**src/rtl/push_pop_sequencer.sv**
```systemverilog
// push_pop_sequencer: walks a Thumb PUSH/POP register list one register per
// cycle, driving register-file selects, memory strobes/addresses and the final
// SP update. Issue and completion of consecutive beats overlap by one cycle.
// Optional build macro: STACK_LIMIT_CHECK_EN (rejects PUSHes below STACK_BASE).
module push_pop_sequencer #(
  parameter int          WORD_BYTES = 4,
  parameter logic [31:0] STACK_BASE = 32'h0000_1000
) (
  input  logic        clk,
  input  logic        rst,
  input  logic        start_i,
  input  logic        is_pop_i,
  input  logic [7:0]  reg_list_i,
  input  logic        extra_i,
  input  logic        stall_i,
  input  logic [31:0] sp_i,
  output logic        busy_o,
  output logic        done_o,
  output logic [3:0]  rd_select_o,
  output logic [3:0]  wr_select_o,
  output logic        rf_write_en_o,
  output logic        pc_load_o,
  output logic [31:0] mem_addr_o,
  output logic        mem_read_o,
  output logic        mem_write_o,
  output logic        sp_write_en_o,
  output logic [31:0] sp_out_o,
  output logic        fault_o
);

  localparam logic [31:0] STRIDE = 32'(WORD_BYTES);

`ifdef STACK_LIMIT_CHECK_EN
  localparam bit LIMIT_EN = 1'b1;
`else
  localparam bit LIMIT_EN = 1'b0;
`endif

  typedef enum logic [2:0] {
    S_IDLE,
    S_XFER,
    S_DRAIN,
    S_SPUPD,
    S_FAULT
  } state_t;

  state_t      state_reg, state_next;
  logic [8:0]  mask_reg;        // beats still to issue; bit 8 is LR/PC
  logic        is_pop_reg;
  logic [31:0] addr_reg;        // address of the beat being issued
  logic [31:0] new_sp_reg;
  logic        sp_en_reg;       // 0 for an empty list: complete without SP write
  logic        pend_valid_reg;  // a beat issued last cycle awaits completion
  logic [3:0]  pend_idx_reg;
  logic [31:0] pend_addr_reg;

  logic        run;
  logic        in_xfer;
  logic        accept;
  logic [3:0]  n_cnt;
  logic [31:0] span;
  logic [31:0] push_base;
  logic        limit_hit;
  logic        fault_hit;
  logic [8:0]  cur_bit;
  logic [3:0]  cur_idx;
  logic [8:0]  mask_rest;

  assign run     = !stall_i;
  assign in_xfer = (state_reg == S_XFER);
  assign accept  = (state_reg == S_IDLE) && start_i && run;

  // Beat count and stack span of the incoming request.
  always_comb begin
    n_cnt = {3'd0, extra_i};
    for (int i = 0; i < 8; i++) begin
      n_cnt = n_cnt + {3'd0, reg_list_i[i]};
    end
    span      = STRIDE * {28'd0, n_cnt};
    push_base = sp_i - span;
    // A borrow out of the subtraction or a base below the floor both fault.
    limit_hit = (sp_i < span) || (push_base < STACK_BASE);
    fault_hit = LIMIT_EN && !is_pop_i && limit_hit;
  end

  // Pick the lowest remaining register; LR/PC (bit 8) therefore goes last.
  always_comb begin
    cur_bit = '0;
    cur_idx = '0;
    for (int i = 8; i >= 0; i--) begin
      if (mask_reg[i]) begin
        cur_bit    = '0;
        cur_bit[i] = 1'b1;
        cur_idx    = (i == 8) ? (is_pop_reg ? 4'd15 : 4'd14) : 4'(i);
      end
    end
    mask_rest = mask_reg & ~cur_bit;
  end

  // Next-state logic and output decode; every strobe is gated by stall.
  always_comb begin
    state_next = state_reg;
    case (state_reg)
      S_IDLE: begin
        if (accept) begin
          if (fault_hit)          state_next = S_FAULT;
          else if (n_cnt == 4'd0) state_next = S_SPUPD;
          else                    state_next = S_XFER;
        end
      end
      S_XFER:  if (run && mask_rest == 9'd0) state_next = S_DRAIN;
      S_DRAIN: if (run) state_next = S_SPUPD;
      S_SPUPD: if (run) state_next = S_IDLE;
      S_FAULT: if (run) state_next = S_IDLE;
      default: state_next = S_IDLE;
    endcase

    busy_o        = (state_reg != S_IDLE);
    rd_select_o   = (in_xfer && !is_pop_reg) ? cur_idx : 4'd0;
    wr_select_o   = (pend_valid_reg && is_pop_reg) ? pend_idx_reg : 4'd0;
    mem_read_o    = in_xfer && is_pop_reg && run;
    mem_write_o   = pend_valid_reg && !is_pop_reg && run;
    rf_write_en_o = pend_valid_reg && is_pop_reg && (pend_idx_reg != 4'd15) && run;
    pc_load_o     = pend_valid_reg && is_pop_reg && (pend_idx_reg == 4'd15) && run;
    // POP issues reads and PUSH completes writes, so one address bus suffices.
    if (in_xfer && is_pop_reg)              mem_addr_o = addr_reg;
    else if (pend_valid_reg && !is_pop_reg) mem_addr_o = pend_addr_reg;
    else                                    mem_addr_o = 32'd0;
    done_o        = (state_reg == S_SPUPD) && run;
    sp_write_en_o = (state_reg == S_SPUPD) && sp_en_reg && run;
    sp_out_o      = (state_reg == S_SPUPD) ? new_sp_reg : 32'd0;
`ifdef STACK_LIMIT_CHECK_EN
    fault_o       = (state_reg == S_FAULT) && run;
`else
    fault_o       = 1'b0;
`endif
  end

  // State register plus request latch and beat pipeline; everything holds on stall.
  always_ff @(posedge clk) begin
    if (rst) begin
      state_reg      <= S_IDLE;
      mask_reg       <= '0;
      is_pop_reg     <= 1'b0;
      addr_reg       <= '0;
      new_sp_reg     <= '0;
      sp_en_reg      <= 1'b0;
      pend_valid_reg <= 1'b0;
      pend_idx_reg   <= '0;
      pend_addr_reg  <= '0;
    end else begin
      state_reg <= state_next;
      if (accept) begin
        mask_reg   <= {extra_i, reg_list_i};
        is_pop_reg <= is_pop_i;
        addr_reg   <= is_pop_i ? sp_i : push_base;
        new_sp_reg <= is_pop_i ? (sp_i + span) : push_base;
        sp_en_reg  <= (n_cnt != 4'd0);
      end
      if (run) begin
        pend_valid_reg <= in_xfer;
        if (in_xfer) begin
          pend_idx_reg  <= cur_idx;
          pend_addr_reg <= addr_reg;
          mask_reg      <= mask_rest;
          addr_reg      <= addr_reg + STRIDE;
        end
      end
    end
  end

endmodule

```
**config.mk**
```make
export PLATFORM = sky130hd
export DESIGN_NAME = push_pop_sequencer
export DESIGN_NICKNAME = d
export VERILOG_FILES = /design/src/rtl/push_pop_sequencer.sv
export SDC_FILE = /design/constraint.sdc
export NUM_CORES = 1
export LEC_CHECK = 0
export ABC_AREA = 1
export BUFFER_PORTS_ARGS = -buffer_cell sky130_fd_sc_hd__buf_2
export CORE_ASPECT_RATIO = 1.1
export CORE_MARGIN = 4
export CORE_UTILIZATION = 35
export CTS_BUF_LIST = sky130_fd_sc_hd__clkbuf_4 sky130_fd_sc_hd__clkbuf_8
export CTS_CLUSTER_SIZE = 40
export DETAILED_ROUTE_END_ITERATION = 6
export SLEW_MARGIN = 0
export SYNTH_ARGS = -nofsm -noshare
export SYNTH_HDL_FRONTEND = slang
export SYNTH_SLANG_ARGS = --single-unit
```
**constraint.sdc**
```tcl
create_clock -name clk -period 4.16 [get_ports clk]
set_input_delay 0.208 -clock clk [delete_from_list [all_inputs] [get_ports clk]]
set_output_delay 0.208 -clock clk [all_outputs]
set_load 0.03 [all_outputs]
```
==> summary.md, run 1 <==
| Metric | Value |
|---|---|
| Status | finished, final reports clean |
| Worst-Margin Slew | roughly 1.1 ns |
| Final Max Slew Viols | 0 |
| Synth Flop Type | dfxtp_1 |
| Clock skew | 0.01357 ns |
| Fin Hold WS | about 0.014 ns |
| P_int | 2.535 mW |
| Die Ht | 171.0 microns |
| Final Hold Fails | 0 |
| Via count | roughly 9500 |
| Post-DP HPWL | between 20000 and 25000 microns |
| Worst EP required | ~4.6 ns |
| Initial Util | 35.66% |
| Final min period | ~4 ns |
| Post-CTS setup repair buffer count | 0 |
| DR pass1 iterations | 6 |
| Max-Cap Viols | 0 |
| Wire per inst | between 15 and 20 microns |
| Worst skew pair latency | 0.46 ns |
| Largest net degree at the start of global routing | 54 |
| Worst setup EP type | flop |
| WS Path Type | input port to flop |
| Num ports | 126 |
| Vias per cell | about 5.2 |
| Synth area leader | dfxtp_1 |
| Worst Path Arrival | 4.38 ns |
| Post-synth design cell area | 8449 sq um |
| Antenna viol nets, final | 0 |
| Initial DRC Count | 710 |
| Peak VDD IR | between 0.2 and 0.25 mV |
| Total Wirelength | 30950 microns |
| Cell count after synthesis | between 1000 and 1500 |
| Most frequent cell after synthesis | nand2_1 |
| Yosys reg bits | 114 |
| Vias in the first global route | 9040 |
| Critical path's slowest cell | fa_1 |
| GR Overflow Total | 0 |
| Tot Pwr | 4.368 mW |
| CP Launch Type | input port |
| Top cell family by delay on the critical path | adder cells |
| Final period util | between 90% and 100% |
| Sw Share | approximately two fifths |
| Synth top area cells | dfxtp_1 (27%), nand2_1 (15%), inv_1 (9.4%), nor2_1 (7.2%), nand3_1 (6.4%) |
| Post-synthesis async set-or-reset flop share | 0% |
| Max Buffers Root-to-Sink | 2 |
| Rows | 59 |
| Synth cell types | between 40 and 50 |
| FMAX | 250.9 MHz |
| Non-filler cells, final | 1821 |
| Chip width | 156.1 microns |
| Seq pwr share | between 30% and 40% |
| Layout area overhead | 17.73% |
| Critical Path Max Stage Delay | 0.55 ns |
| Layout Nets | 1572 |
| Final WS setup | ~0.17 ns |
| Ys Warns | 0 |
| Number of CTS-inserted buffers | 17 |
| GPL Wtd Cong | 0.9053 |
| Number of diodes | 0 |
| Post-Syn Area per Cell | 6.079 sq um |
| Area fraction of the dominant cell type after synthesis | a little over a quarter |
| Core Region | about 24000 sq um |
| CTS tree | built |
| Pre-CTS setup slack | -0.3688 ns |
| Sw power | 1.833 mW |
| Clock transition at path regs | 0.08 ns |
| Post-synth EDFFs | 0 |
| Power Density | 439.1 nW/um^2 |
| Post-route DRC | 0 |
| Combinational power share | between 30% and 40% |
| Cell Area, Placed | 9419 sq um |
| Root Buffer | clkbuf_8 |
| Antenna violations before repair | 0 |
| PortBufs | 124 |
| Placed cell count | 1788 |
| Unrepaired setup endpoints after global routing | yes |
| First-pass GRT wire length | 49020 microns |
| Sequential element share of the synthesized area | 27.01% |
| Fin Setup TNS | 0 ns |
| Commonest cells in the synthesized netlist | nand2_1 (334), inv_1 (211), nor2_1 (162) |
| Layout cells sized above 1 | 17.41% |
| Post-Route Utilization | 41.98% |
| H-tree depth | 4 |
| Bufs and invs on worst path | 6 |
| Worst Hold Class | input port to flop |
| Worst-path cell chain | dlygate4sd3_1 -> buf_2 -> inv_1 -> fa_1 -> fa_1 -> fa_2 -> fa_2 -> xnor2_2 -> inv_1 -> ha_1 -> inv_1 -> nand2_1 -> nand3_2 -> buf_4 -> nand3_2 -> nor2_4 -> xor2_1 -> nand2_1 -> nand2_1 -> nor2_1 -> nor2_1 |
| Net Count, Synth | ~1500 |
| Clk pwr share | 27.9% |
| Total track usage | 23.11% |
| CTS Sinks | about 110 |
| Final instance area | between 9000 and 10000 sq um |
| Final setup viols | 0 |
| Pleak | 4.735 nW |
| Die area | 26690 sq um |
| Worst Path Max Fanout | 3 |
| Headroom to the max-slew limit | roughly a quarter |
-- per-layer routing --
layer	track usage, %	routed length [microns]	vias to the layer above
li1	-	-	4745
met1	32.82	14570	4352
met2	35.96	13720	345
met3	3.972	1970	45
met4	6.868	696	0
met5	0	0	-
-- cell usage in the layout (no fill, tap or decap), types with 4 or more instances in the layout --
cell type / Yosys / final
a211oi_1: 7 / 7
a21oi_1: 62 / 62
a221oi_1: 19 / 19
a31oi_1: 10 / 10
buf_2: 32 / 124
buf_4: 4 / 42
bufinv_16: 0 / 4
clkbuf_8: 0 / 17
dfxtp_1: 114 / 114
fa_1: 7 / 4
ha_1: 16 / 15
inv_1: 211 / 211
inv_2: 9 / 9
inv_6: 0 / 4
nand2_1: 334 / 329
nand2_2: 2 / 7
nand3_1: 108 / 106
nand3_2: 6 / 8
nand3b_1: 4 / 4
nand4_1: 20 / 20
nor2_1: 162 / 155
nor2_2: 14 / 19
nor2_4: 3 / 5
nor3_1: 21 / 20
nor3_2: 5 / 6
o211ai_1: 7 / 7
o21ai_0: 68 / 67
o21ai_1: 14 / 15
o22ai_1: 48 / 48
o31ai_1: 6 / 6
xor2_1: 17 / 17
-- power groups by stage --
stage / combinational [mW] / sequential [mW] / clock [mW]
detailed placement: 1.63 / 1.49 / 0
global placement: 1.62 / 1.48 / 0
CTS: 1.64 / 1.46 / 1.23
finish: 1.68 / 1.47 / 1.22
floorplan: 1.18 / 1.43 / 0
global route: 1.91 / 1.50 / 1.28
-- worst register-to-register path: stages, from the launching register on --
cell and delay, ns:
dfxtp_1 0.35, inv_1 0.09, ha_1 0.21, nand3_2 0.55
buf_4 0.43, nor2_2 0.78, nand2_1 0.41, nand2_1 0.19
nand3_1 0.08, nor2_1 0.11
-- final timing paths --
path / startpoint / endpoint / slack [ns] / cells past startpoint
max: reg_list_i[5] / new_sp_reg[21] / 0.17 / 21
min: reg_list_i[6] / mask_reg[6] / 0.01 / 3
max reg2reg: state_reg[0] / addr_reg[20] / 0.91 / 9
min reg2reg: new_sp_reg[1] / new_sp_reg[1] / 0.47 / 2
-- cell type report --
| type | instances | area, sq um |
|---|---|---|
| Inverter | 222 | 834.6 |
| Clock buffer | 18 | 241.5 |
| Tap cell | 305 | 381.6 |
| Clock inverter | 14 | 203.9 |
| Sequential cell | 114 | 2282 |
| Timing Repair Buffer | 167 | 945.9 |
| Multi-Input combinational cell | 981 | 5057 |
| Fill cell | 2612 | 13750 |
-- what timing repair did --
action	CTS	global route
endpoints found under the hold margin	1	0
gates resized for setup	0	21
endpoints found under the setup margin	0	45
hold buffers	1	0
-- kinds of logic (layout without fill, tap and decap cells) --
family	Yosys count	count (layout)	share of synthesized area (%)
AND/OR/NAND/NOR	688	688	35.35
buffers and inverters	295	421	14.11
AO/OA/AOI/OAI	249	249	17.39
flip-flops	114	114	27.01
adder cells (fa/ha/maj)	23	23	4.028
XOR/XNOR	20	20	2.073
other	1	1	0.04438
Power figures use the tool's default switching activity.
==> inputs of run 2 (changes only) <==
--- a/config.mk
+++ b/config.mk
@@ -7,7 +7,6 @@
 export LEC_CHECK = 0
 export ABC_AREA = 1
 export BUFFER_PORTS_ARGS = -buffer_cell sky130_fd_sc_hd__buf_2
-export CORE_ASPECT_RATIO = 1.1
 export CORE_MARGIN = 4
 export CORE_UTILIZATION = 35
 export CTS_BUF_LIST = sky130_fd_sc_hd__clkbuf_4 sky130_fd_sc_hd__clkbuf_8
==> run 2 against run 1 <==
Clock power hardly changed. Total power shrank 0.86%. Non-clock buffer count shrank 3. First-iteration DRC count increased by 37%. Critical path type unchanged.
==> summary.md, run 2 (same netlist as run 1, synthesis figures left out) <==
| Metric | Value |
|---|---|
| Status | finished, final reports clean |
| Worst EP required | 4.57 ns (+0.02 ns) |
| CTS Sinks | 114 (unchanged) |
| Multi-input gate area | 5019 sq um (-0.77%) |
| Most common cell after layout, fill and taps aside | nand2_1 |
| Antenna viol nets, final | 0 (unchanged) |
| Initial DRC Count | 971 (+37%) |
| Layout Nets | 1569 (-0.19%) |
| Rows | 56 (-5.1%) |
| Vias per cell | 5.168 (-0.80%) |
| CP Launch Type | input port |
| Hold depth | 3 (unchanged) |
| GPL Wtd Cong | 0.9779 (+8.0%) |
| Cell Area, Placed | 9414 sq um (about the same) |
| Crit path top cell by count | nand2_1 |
| Worst Path Arrival | 4.38 ns (about the same) |
| FMAX | 251.9 MHz (+0.38%) |
| Final instance area | 9899 sq um (-0.48%) |
| DR pass1 iterations | 5 (-1) |
| GR Overflow Total | 0 (unchanged) |
| FILL cells | 2591 (-0.80%) |
| Vias in the first global route | 8720 (-3.5%) |
| CTS tree | built |
| Placed cell count | 1799 (+0.62%) |
| Post-route DRC | 0 (unchanged) |
| Max Buffers Root-to-Sink | 2 (unchanged) |
| Final min period | 3.970 ns (-0.01513 ns) |
| Reg-to-reg setup timing slack | 1.42 ns (+0.51 ns) |
| Post-DP HPWL | 23280 microns (about the same) |
| Worst-Margin Slew | 1.058 ns (-0.05302 ns) |
| Hold Path End | mask_reg[8] |
| Antenna violations before repair | 0 (unchanged) |
| Worst Hold Launch | extra_i |
| Peak VDD IR | 0.1920 mV (-14%) |
| Number of diodes | 0 (unchanged) |
| Final Max Slew Viols | 0 (unchanged) |
| Layout area overhead | 17.16% |
| Number of CTS-inserted buffers | 17 (unchanged) |
| Final period util | 95.44% (-0.36 points) |
| PortBufs | 124 (unchanged) |
| Worst skew pair latency | 0.46 ns (about the same) |
| Die Ht | 163.4 microns (-4.4%) |
| Chip width | 163.4 microns (+4.6%) |
| Root Buffer | clkbuf_8 |
| Largest net degree at the start of global routing | 65 (+20%) |
| Layout cells sized above 1 | 16.67% (-0.75 points) |
| Commonest cells after routing, fill and taps aside | nand2_1 (330), inv_1 (210), nor2_1 (159) |
| Critical Path Max Stage Delay | 0.55 ns (about the same) |
| Non-filler cells, final | 1831 (+0.55%) |
| H-tree depth | 4 (unchanged) |
| Bufs and invs on worst path | 4 (-2) |
| Power Density | 437.4 nW/um^2 (-0.39%) |
| Post-CTS setup repair buffer count | 0 (unchanged) |
| Total track usage | 22.81% (-0.30 points) |
| Reg-to-Reg End | mask_reg[5] |
| Wire per inst | 16.77 microns (-1.3%) |
| Final setup viols | 0 (unchanged) |
| Top cell family by delay on the critical path | adder cells |
| Worst-path cell chain | buf_2 -> inv_1 -> fa_1 -> fa_1 -> fa_1 -> fa_2 -> fa_1 -> xnor2_1 -> ha_2 -> inv_2 -> nand2_1 -> nand2_1 -> nand2_1 -> nand2_2 -> nor2_4 -> nand3_1 -> nand2_1 -> nand4_1 -> nand3_1 -> nand2_1 -> inv_1 |
| Final Hold Fails | 0 (unchanged) |
| FF-to-FF Start | state_reg[0] |
| Critical path's slowest cell | fa_1 |
| Num ports | 126 (unchanged) |
| Die area | 26690 sq um (about the same) |
| Clock skew | 0.01085 ns (-0.002717 ns) |
| Initial Util | 35.78% (+0.13 points) |
| First-pass GRT wire length | 47910 microns (-2.3%) |
| Headroom to the max-slew limit | 29.31% (+3.4 points) |
| Clock transition at path regs | 0.08 ns (about the same) |
| Reg area | 2282 sq um (unchanged) |
| Tot Pwr | 4.330 mW (-0.86%) |
| Worst Path Max Fanout | 7 (+4) |
| Worst setup EP type | flop |
| R2R cell count | 8 (-1) |
| Max-Cap Viols | 0 (unchanged) |
| Worst Hold Class | input port to flop |
| Total Wirelength | 30710 microns (-0.79%) |
| CP Depth | 21 (unchanged) |
| Via count | 9463 (-0.25%) |
| Pleak | 4.708 nW (-0.56%) |
| Core Region | 23610 sq um (-0.35%) |
| WS Path Type | input port to flop |
## run 2: changes by cell type in the layout (fill, tap and decap cells not counted), sizes merged
cell and change:
inv -2, clkbuf +1, buf -3, clkinv -2, clkinvlp +2
## run 2: metal layers
metal	up-vias	part of all wire [%]	global-route usage, %
li1	4726	-	-
met1	4316	47	33.62
met2	376	42	33.87
met3	45	7.7	3.760
met4	0	2.5	7.320
met5	-	0	0
## run 2: repair_timing
action / CTS / global route
hold buffers: 1 / 0
resized for setup: 0 / 12
setup endpoints to repair: 0 / 27
endpoints found under the hold margin: 1 / 0
## run 2: cell type report
| cell class | count | share of cell area (%) |
|---|---|---|
| repair buffers | 164 | 9.328 |
| clock buffers | 19 | 2.642 |
| inverters | 222 | 8.430 |
| well taps | 319 | 4.032 |
| multi-input cells | 981 | 50.70 |
| clock inverters | 12 | 1.820 |
| flip-flops and latches | 114 | 23.05 |
## run 2: where the power goes
group	total, mW	leakage, nW	switching (mW)	internal (mW)
combinational	1.65	3.57	1.09	0.559
sequential	1.47	0.930	0.184	1.28
clock	1.21	0.207	0.529	0.683
## run 2: metrics by stage
step | hold WS, ns | setup slack (ns) | utilization [%] | TNS, ns
after floorplan | 0.3472 | 0.1362 | - | 0
after global placement | 0.4570 | -0.3814 | 39.87 | -9.181
after detailed placement | 0.4581 | -0.4282 | 39.87 | -11.54
after CTS | 0.007814 | 0.04637 | 41.78 | 0
after global routing | 0.03057 | -0.02990 | 41.92 | -0.07856
final | 0.01965 | 0.1899 | 41.92 | 0
## run 2: worst max-delay path by stage
| stage | start | endpoint |
|---|---|---|
| 2_1_floorplan | reg_list_i[0] | new_sp_reg[16] |
| 3_3_place_gp | reg_list_i[0] | addr_reg[6] |
| 3_5_place_dp | reg_list_i[0] | new_sp_reg[18] |
| 4_1_cts | reg_list_i[0] | new_sp_reg[18] |
| 5_1_grt | reg_list_i[0] | new_sp_reg[16] |
| 6_report | reg_list_i[0] | new_sp_reg[18] |
## run 2: worst reg2reg max path: cells and delay by family (launching register included)
kind / cells / cell delay, ns
buffers and inverters: 2 / 0.94
AND/OR/NAND/NOR: 2 / 0.55
flip-flops: 1 / 0.40
adder cells (fa/ha/maj): 1 / 0.39
AO/OA/AOI/OAI: 3 / 0.29
